$ cat config.mk
export PLATFORM = sky130hd
export DESIGN_NAME = tri_512x16_1r1w_ctl
export DESIGN_NICKNAME = d
export VERILOG_FILES = /design/src/rtl/tri_512x16_1r1w_ctl_pkg.sv /design/src/rtl/tri_512x16_1r1w_ctl_init_seq.sv /design/src/rtl/tri_512x16_1r1w_ctl.sv
export SDC_FILE = /design/constraint.sdc
export NUM_CORES = 1
export LEC_CHECK = 0
export BUFFER_PORTS_ARGS = -buffer_cell sky130_fd_sc_hd__buf_4
export CORE_ASPECT_RATIO = 2
export CORE_UTILIZATION = 48
export DETAILED_ROUTE_END_ITERATION = 16
export GPL_ROUTABILITY_DRIVEN = 0
export PLACE_DENSITY = 0.78
export SYNTH_ARGS = -nofsm -noshare
export SYNTH_HDL_FRONTEND = slang
export SYNTH_SLANG_ARGS = --single-unit
$ cat constraint.sdc
create_clock -name clk -period 2.33 [get_ports clk]
set_input_delay 0.233 -clock clk [delete_from_list [all_inputs] [get_ports clk]]
set_output_delay 0.233 -clock clk [all_outputs]
set_load 0.01 [all_outputs]
$ cat src/rtl/tri_512x16_1r1w_ctl_pkg.sv
// Shared types and defaults for the 512x16 1r1w array front-end controller.
package tri_512x16_1r1w_ctl_pkg;

  localparam int ADR_W_DEF = 9;
  localparam int DATA_W_DEF = 16;
  localparam logic [15:0] INIT_VAL_DEF = 16'h0000;

  typedef enum logic [1:0] {
    ST_IDLE  = 2'b00,
    ST_SWEEP = 2'b01,
    ST_DONE  = 2'b10
  } seq_state_e;

  // Last address visited by the zero-fill sweep.
  function automatic int sweep_last(input int adr_w);
    return (1 << adr_w) - 1;
  endfunction

endpackage

$ cat src/rtl/tri_512x16_1r1w_ctl_init_seq.sv
// Init sweep sequencer: FSM, sweep counter, busy, and the array-port mux
// between the sweep and gated functional traffic.
module tri_ary_init_seq
  import tri_512x16_1r1w_ctl_pkg::*;
#(
  parameter int ADR_W = ADR_W_DEF,
  parameter int DATA_W = DATA_W_DEF,
  parameter bit INIT_ON_RESET = 1'b1,
  parameter logic [DATA_W-1:0] INIT_VAL = '0
) (
  input  logic              clk,
  input  logic              rst,
  input  logic              init_req,
  input  logic              fn_wr_act,
  input  logic [DATA_W-1:0] fn_bw,
  input  logic [ADR_W-1:0]  fn_wr_adr,
  input  logic [DATA_W-1:0] fn_di,
  input  logic              fn_rd_act,
  input  logic [ADR_W-1:0]  fn_rd_adr,
  output logic              busy,
  output seq_state_e        state,
  output logic              ary_wr_act,
  output logic [DATA_W-1:0] ary_bw,
  output logic [ADR_W-1:0]  ary_wr_adr,
  output logic [DATA_W-1:0] ary_di,
  output logic              ary_rd_act,
  output logic [ADR_W-1:0]  ary_rd_adr
);

  localparam logic [ADR_W-1:0] CNT_LAST = ADR_W'(sweep_last(ADR_W));

  seq_state_e       state_q, state_d;
  logic [ADR_W-1:0] cnt_q, cnt_d;
  logic             busy_q, busy_d;
  logic             start_pend_q, start_pend_d;

  // start_pend carries the automatic post-reset start into the first edge.
  always_comb begin
    state_d      = state_q;
    cnt_d        = cnt_q;
    start_pend_d = start_pend_q;
    case (state_q)
      ST_IDLE: begin
        if (!busy_q && (init_req || start_pend_q)) begin
          state_d      = ST_SWEEP;
          start_pend_d = 1'b0;
        end
      end
      ST_SWEEP: begin
        if (cnt_q == CNT_LAST) begin
          state_d = ST_DONE;
          cnt_d   = '0;
        end else begin
          cnt_d = cnt_q + 1'b1;
        end
      end
      ST_DONE: state_d = ST_IDLE;
      default: state_d = ST_IDLE;
    endcase
    // Held one extra cycle past DONE so traffic resumes 514 cycles after start.
    busy_d = (state_d != ST_IDLE) || (state_q == ST_DONE);
  end

  always_ff @(posedge clk or posedge rst) begin
    if (rst) begin
      state_q      <= ST_IDLE;
      cnt_q        <= '0;
      busy_q       <= 1'b0;
      start_pend_q <= INIT_ON_RESET;
    end else begin
      state_q      <= state_d;
      cnt_q        <= cnt_d;
      busy_q       <= busy_d;
      start_pend_q <= start_pend_d;
    end
  end

  always_comb begin
    if (state_q == ST_SWEEP) begin
      ary_wr_act = 1'b1;
      ary_bw     = '1;
      ary_wr_adr = cnt_q;
      ary_di     = INIT_VAL;
      ary_rd_act = 1'b0;
      ary_rd_adr = '0;
    end else begin
      ary_wr_act = fn_wr_act;
      ary_bw     = fn_bw;
      ary_wr_adr = fn_wr_adr;
      ary_di     = fn_di;
      ary_rd_act = fn_rd_act;
      ary_rd_adr = fn_rd_adr;
    end
  end

  assign busy  = busy_q;
  assign state = state_q;

endmodule

$ cat src/rtl/tri_512x16_1r1w_ctl.sv
// Front-end controller for the 512x16 1r1w array: request gating, drop
// tracking, same-cycle read/write bypass and the registered read-data stage.
module tri_512x16_1r1w_ctl
  import tri_512x16_1r1w_ctl_pkg::*;
#(
  parameter int ADR_W = ADR_W_DEF,
  parameter int DATA_W = DATA_W_DEF,
  parameter bit INIT_ON_RESET = 1'b1,
  parameter logic [DATA_W-1:0] INIT_VAL = DATA_W'(INIT_VAL_DEF)
) (
  input  logic              clk,
  input  logic              rst,
  input  logic              wr_val,
  input  logic [ADR_W-1:0]  wr_adr,
  input  logic [DATA_W-1:0] wr_bw,
  input  logic [DATA_W-1:0] wr_di,
  input  logic              rd_val,
  input  logic [ADR_W-1:0]  rd_adr,
  input  logic              init_req,
  output logic              busy,
  output logic              err_drop,
  output logic              rd_data_val,
  output logic [DATA_W-1:0] rd_data,
  output logic              ary_wr_act,
  output logic [DATA_W-1:0] ary_bw,
  output logic [ADR_W-1:0]  ary_wr_adr,
  output logic [DATA_W-1:0] ary_di,
  output logic              ary_rd_act,
  output logic [ADR_W-1:0]  ary_rd_adr,
  input  logic [DATA_W-1:0] ary_do
);

  logic              busy_int;
  seq_state_e        seq_state;
  logic              acc_ok;
  logic              fn_wr_act, fn_rd_act;
  logic [DATA_W-1:0] fn_bw, fn_di;
  logic [ADR_W-1:0]  fn_wr_adr, fn_rd_adr;

  // Functional traffic reaches the array only in an idle, non-busy cycle.
  assign acc_ok    = (seq_state == ST_IDLE) && !busy_int && !rst;
  assign fn_wr_act = acc_ok && wr_val && (wr_bw != '0);
  assign fn_rd_act = acc_ok && rd_val;
  assign fn_bw     = acc_ok ? wr_bw  : '0;
  assign fn_di     = acc_ok ? wr_di  : '0;
  assign fn_wr_adr = acc_ok ? wr_adr : '0;
  assign fn_rd_adr = acc_ok ? rd_adr : '0;

  tri_ary_init_seq #(
    .ADR_W        (ADR_W),
    .DATA_W       (DATA_W),
    .INIT_ON_RESET(INIT_ON_RESET),
    .INIT_VAL     (INIT_VAL)
  ) u_init_seq (
    .clk       (clk),
    .rst       (rst),
    .init_req  (init_req),
    .fn_wr_act (fn_wr_act),
    .fn_bw     (fn_bw),
    .fn_wr_adr (fn_wr_adr),
    .fn_di     (fn_di),
    .fn_rd_act (fn_rd_act),
    .fn_rd_adr (fn_rd_adr),
    .busy      (busy_int),
    .state     (seq_state),
    .ary_wr_act(ary_wr_act),
    .ary_bw    (ary_bw),
    .ary_wr_adr(ary_wr_adr),
    .ary_di    (ary_di),
    .ary_rd_act(ary_rd_act),
    .ary_rd_adr(ary_rd_adr)
  );

  logic              err_drop_q, err_drop_d;
  logic              rd_pend_q, rd_pend_d;
  logic              col_q, col_d;
  logic [DATA_W-1:0] col_bw_q, col_bw_d;
  logic [DATA_W-1:0] col_di_q, col_di_d;
  logic              rd_data_val_q, rd_data_val_d;
  logic [DATA_W-1:0] rd_data_q, rd_data_d;
  logic [DATA_W-1:0] merged;

  // The array returns pre-write data for a same-cycle collision, so the
  // write bits are overlaid onto ary_do one cycle later.
  always_comb begin
    err_drop_d    = err_drop_q || (busy_int && (wr_val || rd_val));
    rd_pend_d     = fn_rd_act;
    col_d         = fn_rd_act && fn_wr_act && (rd_adr == wr_adr);
    col_bw_d      = col_d ? wr_bw : '0;
    col_di_d      = col_d ? wr_di : '0;
    merged        = col_q ? ((ary_do & ~col_bw_q) | (col_di_q & col_bw_q)) : ary_do;
    rd_data_val_d = rd_pend_q;
    rd_data_d     = rd_pend_q ? merged : rd_data_q;
  end

  always_ff @(posedge clk or posedge rst) begin
    if (rst) begin
      err_drop_q    <= 1'b0;
      rd_pend_q     <= 1'b0;
      col_q         <= 1'b0;
      col_bw_q      <= '0;
      col_di_q      <= '0;
      rd_data_val_q <= 1'b0;
      rd_data_q     <= '0;
    end else begin
      err_drop_q    <= err_drop_d;
      rd_pend_q     <= rd_pend_d;
      col_q         <= col_d;
      col_bw_q      <= col_bw_d;
      col_di_q      <= col_di_d;
      rd_data_val_q <= rd_data_val_d;
      rd_data_q     <= rd_data_d;
    end
  end

  assign busy        = busy_int;
  assign err_drop    = err_drop_q;
  assign rd_data_val = rd_data_val_q;
  assign rd_data     = rd_data_q;

endmodule

-- After elaboration in Yosys (flattened, before gate mapping)
Cells that the tools add are included.
- equality and inequality tests: 4
- mux-type cells: 17
- shift-type cells: 0
- $mul: 0
- reduce and logical (&&, ||, !) cells: 19
- bitwise operators: 4
- div/mod/pow operators: 0
- order comparisons: 0
- add/sub/neg operators: 1
- operator list (kind ; count):
    $mux 16 ; 7
    $mux 9 ; 5
    $and 16x16->16 ; 2
    $not 16->16 ; 1
    $or 16x16->16 ; 1
    $reduce_bool 16->1 ; 1
    $add 9x1->9 const B ; 1
    $eq 9x9->1 ; 1
    $eq 9x9->1 const B ; 1
    $logic_and 1x1->1 ; 9
    $logic_or 1x1->1 ; 4
    $mux 2 ; 2
    $pmux 2 s2 ; 1
    $eq 2x1->1 const B ; 1
    $eq 2x2->1 const B ; 1
    $logic_not 1->1 ; 2
    $logic_not 2->1 ; 1
    $mux 1 ; 2
    $reduce_and 2->1 ; 1
    $reduce_bool 2->1 ; 1
- input bits: 71
- memories: 0
- bits in writable memories: 0
- register bits after elaboration: 65
- memory bits (read-only): 0
- bits in latches: 0

-- Longest topological paths before layout
- depth in word-level cells: 8
- gate-level depth with buffers: 7
- depth with buffers taken out: 7

-- Hierarchy
From an unflattened synthesis, not the netlist that was laid out.
- cells, all modules: 402
- area, all modules: 3837.4 um^2
- modules (own cells, without submodules) (module ; cells each ; area each (um^2) ; times used):
    tri_512x16_1r1w_ctl ; 278 ; 2817.7 ; 1
    tri_ary_init_seq ; 124 ; 1019.7 ; 1

-- Worst setup path before layout
Ideal clock, no wire load.
- path type: register -> output
- start: register u_init_seq.state_q[1] (netlist: u_init_seq.state[1])
- end: output ary_wr_act
- slack: 0.725 ns
- arrival time: 1.372 ns
- cell stages (with the launch flop): 6
- path through: dfrtp_1 -> buf_2 -> nor4_4 -> clkbuf_1 -> nand3_1 -> nand2_1
- word-level cells in the longest chain between the ends: 6
- elaborated cells on any way between the ends: 7
- classes of those cells: eq/ne (1); mux (1); reduce/logical (5)
- RTL lines (item ; RTL line ; source):
    from (decl) ; tri_512x16_1r1w_ctl_init_seq.sv:32 ; seq_state_e state_q, state_d;
    from (signal assigned) ; tri_512x16_1r1w_ctl_init_seq.sv:71 ; state_q <= state_d;
    $logic_not 2->1 ; tri_512x16_1r1w_ctl.sv:41 ; assign acc_ok = (seq_state == ST_IDLE) && !busy_int && !rst;
    $logic_and 1x1->1 (2 in a row) ; tri_512x16_1r1w_ctl.sv:41 ;
    $logic_and 1x1->1 (2 in a row) ; tri_512x16_1r1w_ctl.sv:42 ; assign fn_wr_act = acc_ok && wr_val && (wr_bw != '0);
    $mux 1 * ; tri_512x16_1r1w_ctl_init_seq.sv:79 ; if (state_q == ST_SWEEP) begin
    to (decl) ; tri_512x16_1r1w_ctl.sv:24 ; output logic ary_wr_act,
Mark *: on every way between the ends. The rest lies on a longest branch, timed or not.

-- Worst setup path after layout
- start: input rst
- end: output ary_wr_adr[3]
- word-level cells in the longest chain between the ends: 4
- RTL lines (item ; RTL line ; source):
    from (decl) ; tri_512x16_1r1w_ctl.sv:12 ; input logic rst,
    $logic_not 1->1 (no source line) ; n/a ;
    $logic_and 1x1->1 ; tri_512x16_1r1w_ctl.sv:41 ;
    $mux 9 ; tri_512x16_1r1w_ctl.sv:46 ; assign fn_wr_adr = acc_ok ? wr_adr : '0;
    $mux 9 ; tri_512x16_1r1w_ctl_init_seq.sv:79 ;
    to (decl) ; tri_512x16_1r1w_ctl.sv:26 ; output logic [ADR_W-1:0] ary_wr_adr,
No other way between the ends.

==> results.json <==
{
  "status": "complete, no violations",
  "tightest_slew_ps": 936,
  "cell_internal_pwr_mw": 2.69,
  "die_h_um": 122,
  "postLayoutCoreUtil_pct": 70.0,
  "avgSynthCellArea_sq_um": 9.30,
  "synth_top_family_by_area": "simple AND/OR/NAND/NOR gates",
  "synthMuxAreaShare_pct": 4.67,
  "vias": 3163,
  "rows": 43,
  "switchingPower_mw": 1.15,
  "synth_warnings": 0,
  "wl_per_cell_um": 15.3,
  "arrival_ps": 1960,
  "die_area_sq_um": 7510,
  "clk_latency_ps": 320,
  "swShare_pct": 30.0,
  "power_mw": 3.85,
  "setup-violations-final": 0,
  "clock-sinks": 65,
  "syn_nets": 442,
  "worst_setup_path_end_kind": "output port",
  "dp_hpwl_um": 6870,
  "synthSimpleGateAreaFrac_pct": 33.2,
  "wirelength_um": 9120,
  "hold_violations": 0,
  "yosys_register_bits": 65,
  "async_reset_ff_share_pct": 100,
  "start_util_pct": 49.5,
  "fin_crit_sh_pct": 94.3,
  "synthAdderAreaFrac_pct": 0.729,
  "fin_skew_ps": 3.70,
  "combPwrFrac_pct": 28.6,
  "portBuffers": 141,
  "pre_cts_ws_ps": 514,
  "hold_path_class": "input pin to register",
  "placed_cells": 579,
  "final_layout_size_suffix_gt1_share_pct": 38.6,
  "r2r_setup_slack_ps": 540,
  "finalWorstSetupSlack_ps": 134,
  "synth_compound_area_share_pct": 7.04,
  "core-area_sq_um": 6940,
  "rsz0062_at_grt": "no",
  "tns_ps": 0,
  "clk_path_buf_depth": 2,
  "holdWs_ps": 154,
  "clkTransAtPathRegs_ps": 50,
  "viasPerCell": 5.32,
  "synth_xor_area_share_pct": 2.81,
  "worst_ep_required_time_ps": 2100,
  "htreeDepth": 3,
  "die_w_um": 61.8,
  "grt_pass1_vias": 3121,
  "drc": 0,
  "cts_root_buf": "clkbuf_16",
  "overflow": 0,
  "syn2layout_area_growth_pct": 41.5,
  "clock.fmax_mhz": 455,
  "grt_usage_pct": 26.3,
  "synth_area_leader_cell": "dfrtp_1",
  "instances_no_fill": 595,
  "grt_start_max_net_pins": 43,
  "reg2regPathDepth": 7,
  "drv_cap": 0,
  "leakage_nw": 2.31,
  "seqPwrFrac_pct": 37.2,
  "place_area_sq_um": 4540,
  "syn_inst": 369,
  "io-pin-count": 142,
  "peakVddDrop_v": 0.000594,
  "grt_pass1_wl_um": 14400,
  "synth_top_area_share_pct": 46.7,
  "final_area_sq_um": 4860,
  "period_needed_ps": 2200,
  "slew_headroom_pct": 37.6,
  "synthTopCellsByArea": "dfrtp_1 (47%), nand2_1 (10%), nor4_2 (9.8%), mux2i_1 (4.7%), and2_1 (4.6%)",
  "cts-buffers-inserted": 9,
  "drtPass1Iterations": 4,
  "diodes": 0,
  "slew_viol_final": 0,
  "start_kind": "input pin",
  "crit_fanout": 42,
  "synth_edf_count": 0,
  "drt_iter0_drc": 73,
  "seq_area_frac_synth_pct": 47.4,
  "clkPwrFrac_pct": 34.2,
  "fill_cells": 547,
  "path_class": "input pin to output port",
  "drtAntennaViolNets": 0,
  "netlist_area_sq_um": 3430,
  "p_per_area_nw_per_um2": 792,
  "min_path_cells": 3,
  "final_nets": 574,
  "tritoncts": "yes",
  "antenna_found_initial": 0,
  "synth_top_flop_cell": "dfrtp_1",
  "yosysMostFrequentCell": "nand2_1",
  "yosys-top-cells-count": "nand2_1 (94), dfrtp_1 (64), nor4_2 (27)",
  "synth_cell_types": 32
}
==> routing by layer <==
| metal | routed length (um) | part of all wire, % | vias up | track usage (%) |
|---|---|---|---|---|
| met3 | 415 | 4.6 | 27 | 4.46 |
| met5 | 0 | 0 | - | 0 |
| li1 | - | - | 1514 | - |
| met1 | 3180 | 35 | 1491 | 27.3 |
| met2 | 5140 | 56 | 131 | 46.2 |
| met4 | 384 | 4.2 | 0 | 16.1 |
==> power groups by stage <==
| stage | Clock, mW | Combinational (mW) | Sequential [mW] |
|---|---|---|---|
| global route | 1.38 | 1.22 | 1.45 |
| CTS | 1.34 | 1.11 | 1.43 |
| finish | 1.32 | 1.10 | 1.43 |
| global placement | 0 | 1.10 | 1.44 |
| detailed placement | 0 | 1.10 | 1.45 |
| floorplan | 0 | 0.524 | 1.44 |
==> logic make-up after synthesis <==
family                   Yosys count
multiplexers                      16
flip-flops                        65
XOR/XNOR                          11
adder cells (fa/ha/maj)            2
AO/OA/AOI/OAI                     40
AND/OR/NAND/NOR                  202
buffers and inverters             33
==> path summary, 6_finish.rpt <==
check | startpoint | end
max | rst | ary_wr_adr[3]
min | wr_bw[2] | col_bw_q[2]$_DFF_PP0_
max reg2reg | u_init_seq.cnt_q[0]$_DFFE_PP0P_ | u_init_seq.cnt_q[6]$_DFFE_PP0P_
min reg2reg | u_init_seq.start_pend_q$_DFFE_PP1P_ | u_init_seq.start_pend_q$_DFFE_PP1P_
max in group asynchronous | rst | err_drop$_DFF_PP0_
min in group asynchronous | rst | u_init_seq.busy$_DFF_PP0_
==> sequential cells by signal (all words and copies together), names as in the netlist <==
signal and flops:
u_init_seq.cnt_q 9, col_bw_q 16, col_q 1, col_di_q 16, rd_data_val_d 1, err_drop 1
u_init_seq.start_pend_q 1, u_init_seq.busy 1, rd_data_val 1, rd_data 16, u_init_seq.state 2
==> cell type report <==
cell class	instances	area (sq um)	area share, %
Clock inverter	2	37.5	0.773
Sequential cell	65	1630	33.5
Inverter	4	15.0	0.309
Timing Repair Buffer	150	1130	23.3
Clock buffer	13	260	5.36
Tap cell	90	113	2.32
Multi-Input combinational cell	271	1670	34.4
==> worst max-delay path, cell delays in order <==
cell           delay, ps
dlygate4sd3_1        540
buf_4                150
nor4_4               350
buf_6                330
a22o_1               220
buf_4                130
==> cell usage in the layout, fill, tap and decap left out, types with 3 or more instances in the layout <==
master     netlist  routed
buf_4            3     148
nand2_1         94      93
dfrtp_1         64      64
nor4_2          27      27
and2_1          25      25
nor2_1          24      24
a21oi_1         19      19
mux2i_1         16      16
nor4_1          10      10
clkbuf_16        0       9
o21ai_0          8       8
a22o_1           8       8
xor2_1           7       7
nor3_1           6       6
xnor2_1          4       4
nand3_1          5       4
inv_1            4       3
nand2b_1         3       3
==> repair_timing <==
| action | CTS | global route |
|---|---|---|
| gates resized for setup | 0 | 1 |
| endpoints found under the setup margin | 0 | 6 |
| hold buffers | 1 | 0 |
| endpoints found under the hold margin | 21 | 0 |
| buffers inserted | 0 | 0 |
Note: power is estimated with default switching activity, not from simulation.
